$ cat src/rtl/psig_pkg.sv
// Shared widths, fixed-point constants, mode encoding and stage payload types
// for the PSigmoid forward path and its gradient unit.
package psig_pkg;

    localparam int unsigned WI_Y  = 8;
    localparam int unsigned WF_Y  = 6;
    localparam int unsigned WI_G  = 6;
    localparam int unsigned WF_G  = 14;
    localparam int unsigned WF_D  = 2 * WF_Y;
    localparam int unsigned CNT_W = 16;

    localparam int unsigned Y_W = WI_Y + WF_Y;
    localparam int unsigned G_W = WI_G + WF_G;
    localparam int unsigned D_W = WF_D + 1;
    localparam int unsigned P_W = 2 * Y_W;
    localparam int unsigned M_W = G_W + D_W + 1;

    localparam int unsigned FP_ONE_Y = 1 << WF_Y;
    localparam int unsigned FP_ONE_D = 1 << WF_D;

    typedef enum logic {
        MODE_TANH   = 1'b0,
        MODE_LOGSIG = 1'b1
    } mode_e;

    // Unsigned Q1.12 derivative, always within [0, 1.0]
    typedef logic [D_W-1:0] deriv_t;

    // t is one bit wider than y so fpOne - y cannot wrap for very negative y
    typedef struct packed {
        logic [Y_W-1:0] y;
        logic [Y_W:0]   t;
        logic [G_W-1:0] dy;
        mode_e          mode;
        logic           relu;
    } s1_t;

    typedef struct packed {
        deriv_t         d;
        logic [G_W-1:0] dy;
    } s2_t;

endpackage

$ cat src/rtl/fxRoundSat.sv
// Round half-up, arithmetic shift right by SHIFT, then saturate to a signed
// OUT_W-bit result.
module fxRoundSat #(
    parameter int unsigned IN_W  = 34,
    parameter int unsigned SHIFT = 12,
    parameter int unsigned OUT_W = 20
) (
    input  logic signed [IN_W-1:0]  din,
    output logic signed [OUT_W-1:0] dout
);

    localparam int unsigned EXT_W = IN_W + 1;
    localparam logic signed [EXT_W-1:0] HALF    = EXT_W'(1) << (SHIFT - 1);
    localparam logic signed [EXT_W-1:0] SAT_MAX = EXT_W'({1'b0, {(OUT_W-1){1'b1}}});
    localparam logic signed [EXT_W-1:0] SAT_MIN = ~SAT_MAX;

    logic signed [EXT_W-1:0] sum;
    logic signed [EXT_W-1:0] shr;

    // Extra headroom bit keeps the rounding add from overflowing
    always_comb begin
        sum = EXT_W'(din) + HALF;
        shr = sum >>> SHIFT;
        if (shr > SAT_MAX) begin
            dout = OUT_W'(SAT_MAX);
        end else if (shr < SAT_MIN) begin
            dout = OUT_W'(SAT_MIN);
        end else begin
            dout = OUT_W'(shr);
        end
    end

endmodule

$ cat src/rtl/psig_grad.sv
// Three-stage activation-gradient pipeline: dx = dy * f'(y) for logsig, tanh
// or ReLU, with valid/ready backpressure and an output handshake counter.
module psig_grad
    import psig_pkg::*;
(
    input  logic             CLK,
    input  logic             RST,
    input  logic             in_valid,
    output logic             in_ready,
    input  logic [Y_W-1:0]   y,
    input  logic [G_W-1:0]   dy,
    input  logic             modeSEL,
    input  logic             ReLU_EN,
    output logic             out_valid,
    input  logic             out_ready,
    output logic [G_W-1:0]   dx,
    output logic [CNT_W-1:0] txCount
);

    localparam logic signed [P_W:0] ONE_D_P = (P_W+1)'(FP_ONE_D);

    logic v1, v2, v3;
    logic ld1, ld2, ld3;
    s1_t  s1_q, s1_d;
    s2_t  s2_q, s2_d;

    logic signed [Y_W:0]   y_ext;
    logic signed [P_W-1:0] p_c;
    logic signed [P_W:0]   raw_c;
    logic signed [M_W-1:0] m_c;
    logic [G_W-1:0]        dx_d;

    // A stage loads when empty or when its contents advance this cycle
    always_comb begin
        ld3 = !v3 || out_ready;
        ld2 = !v2 || ld3;
        ld1 = !v1 || ld2;
    end

    assign in_ready  = ld1;
    assign out_valid = v3;

    // S1: capture inputs and form the second factor of the derivative product
    always_comb begin
        y_ext     = (Y_W+1)'($signed(y));
        s1_d.y    = y;
        s1_d.dy   = dy;
        s1_d.mode = mode_e'(modeSEL);
        s1_d.relu = ReLU_EN;
        s1_d.t    = (mode_e'(modeSEL) == MODE_LOGSIG) ? ((Y_W+1)'(FP_ONE_Y) - y_ext) : y_ext;
    end

    // S2: derivative in Q1.12, clamped to [0, 1.0]
    always_comb begin
        p_c     = P_W'($signed(s1_q.y)) * P_W'($signed(s1_q.t));
        raw_c   = (s1_q.mode == MODE_LOGSIG) ? (P_W+1)'(p_c) : (ONE_D_P - (P_W+1)'(p_c));
        s2_d.dy = s1_q.dy;
        s2_d.d  = '0;
        if (s1_q.relu) begin
            s2_d.d = (!s1_q.y[Y_W-1] && (s1_q.y != '0)) ? D_W'(FP_ONE_D) : '0;
        end else if (raw_c[P_W]) begin
            s2_d.d = '0;
        end else if (raw_c > ONE_D_P) begin
            s2_d.d = D_W'(FP_ONE_D);
        end else begin
            s2_d.d = D_W'(raw_c);
        end
    end

    // S3: scale the gradient, then round back to Q6.14
    always_comb begin
        m_c = M_W'($signed(s2_q.dy)) * $signed(M_W'(s2_q.d));
    end

    fxRoundSat #(
        .IN_W  (M_W),
        .SHIFT (WF_D),
        .OUT_W (G_W)
    ) u_round_sat (
        .din  (m_c),
        .dout (dx_d)
    );

    always_ff @(posedge CLK or posedge RST) begin
        if (RST) begin
            v1      <= 1'b0;
            v2      <= 1'b0;
            v3      <= 1'b0;
            s1_q    <= '0;
            s2_q    <= '0;
            dx      <= '0;
            txCount <= '0;
        end else begin
            if (ld1) begin
                v1 <= in_valid;
                if (in_valid) s1_q <= s1_d;
            end
            if (ld2) begin
                v2 <= v1;
                if (v1) s2_q <= s2_d;
            end
            if (ld3) begin
                v3 <= v2;
                if (v2) dx <= dx_d;
            end
            if (v3 && out_ready) txCount <= txCount + CNT_W'(1);
        end
    end

endmodule

$ cat config.mk
export PLATFORM = sky130hd
export DESIGN_NAME = psig_grad
export DESIGN_NICKNAME = d
export VERILOG_FILES = /design/src/rtl/psig_pkg.sv /design/src/rtl/fxRoundSat.sv /design/src/rtl/psig_grad.sv
export SDC_FILE = /design/constraint.sdc
export NUM_CORES = 2
export LEC_CHECK = 0
export ABC_AREA = 1
export CORE_UTILIZATION = 65
export DETAILED_ROUTE_END_ITERATION = 12
export HOLD_SLACK_MARGIN = 0.05
export PLACE_DENSITY = 0.84
export SYNTH_ARGS = -nofsm -noshare
export SYNTH_HDL_FRONTEND = slang
export SYNTH_SLANG_ARGS = --single-unit
$ cat constraint.sdc
create_clock -name CLK -period 7.85 [get_ports CLK]
set_input_delay 0.785 -clock CLK [delete_from_list [all_inputs] [get_ports CLK]]
set_output_delay 0.785 -clock CLK [all_outputs]
set_load 0.05 [all_outputs]
==> impl_metrics.csv <==
group,metric,value,unit
worst_setup_path,cp.required,8250,ps
detailed_routing,drc,0,
clock_network,cts_sinks,122,
global_route,antenna_found_initial,1,
status,status,"finished clean",
cells_and_area,fill_cells,3063,
worst_setup_path,cp-start-kind,"flop",
place,place_congestion,0.965,
sta,fin_crit,7420,ps
sta,fin_tns_setup,0,ps
detailed_routing,wl,67300,um
clock_network,insertion_delay,480,ps
sta,drv_slew,0,
flow_run,cap_violations,0,
clock_network,path_clk_slew,70,ps
detailed_routing,via_per_inst,5.42,
synthesis,synth_most_common_cell,"nand2_1",
synthesis,syn_nets,4092,
synthesis,syn_area,0.0254,mm2
floorplanning,ios,78,
floorplanning,std_cell_rows,72,
cells_and_area,fin_nets,4103,
global_route,grt_overflow,0,
synthesis,synthTopCellsByCount,"1036 x nand2_1, 941 x inv_1, 452 x fa_1",
synthesis,synth_top_area_share,35.6,%
sta,worstMarginPinSlew,1160,ps
worst_setup_path,critPathCaptureType,"flop",
synthesis,yosysTopAreaCell,"fa_1",
global_route,track_usage,36.7,%
place,preCtsSetupSlack,314,ps
hold_path,hold_class,"reg -> reg",
sta,holdWs,464,ps
global_route,grt_pass1_wl,112000,um
synthesis,synth_ff_type,"dfrtp_1",
sta,timing.final.crit_share,94.5,%
sta,finalHoldViolCount,0,
clock_network,cts-root-buf,"clkbuf_16",
worst_setup_path,worst-path-max-fanout,16,
worst_setup_path,critical_path_class,"reg -> reg",
clock_network,htree_levels,4,
clock_network,cts_hold_buf,0,
sta,rsz0062_at_grt,"false",
place,port_buffers,77,
floorplanning,design.die.area,0.0399,mm2
detailed_routing,dr.pass1.iters,7,
floorplanning,fp.dieH,200,um
worst_setup_path,cp_common_cell,"nand2_1",
floorplanning,core_area,0.0386,mm2
clock_network,cts_tree,"built",
worst_setup_path,path_buf_inv,12,
synthesis,synth_area_leaders,"fa_1 36%, nand2_1 15%, inv_1 14%, dfrtp_1 12%, ha_1 8.2%",
synthesis,synth-edff-count,0,
floorplanning,die_w,200,um
clock_network,numCtsBuffers,17,
detailed_routing,drt_iter0_drc,1913,
global_route,grt_max_degree,66,
sta,slew_headroom,21.8,%
cells_and_area,syn_to_final_growth,7.14,%
synthesis,ys_ff_latch,122,
detailed_routing,avgRoutedWirePerCell,16.9,um
synthesis,async_reset_ff_share,100,%
worst_setup_path,cp_slowest_cell,"fa_1",
floorplanning,initial_core_util,65.9,%
sta,setup_ws,433,ps
synthesis,ys_warn_count,0,
sta,fmax,135,MHz
worst_setup_path,critPathTopFamily,"adder cells",
place,dp_hpwl,54600,um
detailed_routing,num_vias,21500,
synthesis,syn_avg_cell_area,7.39,um2
worst_setup_path,max_stage_delay,550,ps
worst_setup_path,cp.arrival,7820,ps
sta,clock_skew,16.4,ps
global_route,grt_pass1_vias,22500,
sta,setup_viol,0,
synthesis,syn_inst,3434,
cells_and_area,drive_gt1_share,3.70,%
cells_and_area,post-route-util,70.6,%
detailed_routing,ant_nets,0,
clock_network,cts_buffer_depth,2,
synthesis,yosysSeqAreaShare,12.0,%
synthesis,yosysUniqueCellTypes,49,
## logic make-up (layout without fill, tap and decap cells)
kind of cell               after synthesis  after routing  synth area share (%)
and+or+nand+nor                       1402           1402                  22.6
buffers and inverters                 1069           1093                  15.9
adders and majority gates              618            618                  43.8
AOI/OAI and AO/OA                      163            163                  3.52
DFF                                    122            122                  12.0
xor gates and xnor gates                60             60                  2.10
other                                    0              1                     0
## sequential cells by signal (all words and copies together) (netlist names)
register   count
s1_q          50
s2_q          33
dx            20
txCount       16
out_valid      1
v1             1
v2             1
## worst register-to-register path: cells and delay by family (launching register included)
family / cells / cell delay [ps]
flip-flops: 1 / 460
buffers and inverters: 12 / 1130
AND/OR/NAND/NOR: 18 / 2300
adder cells (fa/ha/maj): 7 / 3450
## final timing paths
path / from / endpoint / slack (ps) / cells after the start
min in group asynchronous: RST / txCount[2] / 810 / 2
worst min register to register: s1_q[16] / s2_q[14] / 460 / 2
worst max register to register: s1_q[40] / s2_q[21] / 430 / 37
worst min-delay path: s1_q[16] / s2_q[14] / 460 / 2
max in group asynchronous: RST / s1_q[41] / 5560 / 3
worst max-delay path: s1_q[40] / s2_q[21] / 430 / 37
## metrics by stage
step | instance area, um2 | std cells
5_1_grt | 27200 | 3977
3_3_place_gp | 26500 | 3940
2_1_floorplan | 25400 | 3434
4_1_cts | 27100 | 3972
3_5_place_dp | 26500 | 3940
6_report | 27200 | 3977
## per-layer routing
metal / part of all wire, % / up-vias / GRT usage, %
li1: - / 9905 / -
met1: 41 / 10400 / 49.4
met2: 45 / 1048 / 56.6
met3: 9.5 / 189 / 8.83
met4: 4.3 / 0 / 16.4
met5: 0 / - / 0
## layout make-up
cell class                 count  area, um2  area share (%)
multi-input combinational   2243      18300            67.3
inverter                     953       3580            13.2
sequential                   122       3060            11.2
timing repair buffer         108       1020            3.73
tap                          518        648            2.38
clock buffer                  17        425            1.56
clock inverter                15        165           0.607
antenna                        1       2.50         0.00920
## placed cells by master, fill, tap and decap left out, types with 34 or more instances in the layout
cell type / netlist / routed
inv_1: 941 / 939
xor2_1: 34 / 34
nand3_1: 86 / 86
dfrtp_1: 122 / 117
a21oi_1: 82 / 82
o21ai_0: 54 / 53
nand4_1: 55 / 55
ha_1: 166 / 166
nand2_1: 1036 / 1033
fa_1: 452 / 450
nor2_1: 152 / 152
clkdlybuf4s50_1: 0 / 77
## what timing repair did
| action | 4_1_cts | 5_1_grt |
|---|---|---|
| buffers inserted | 0 | 4 |
| gates resized for setup | 0 | 12 |
| hold endpoints to repair | 0 | 0 |
| endpoints found under the setup margin | 0 | 32 |
Power is not shown: default switching activity piles up to over one toggle a cycle in this logic, so the estimate is an artifact.
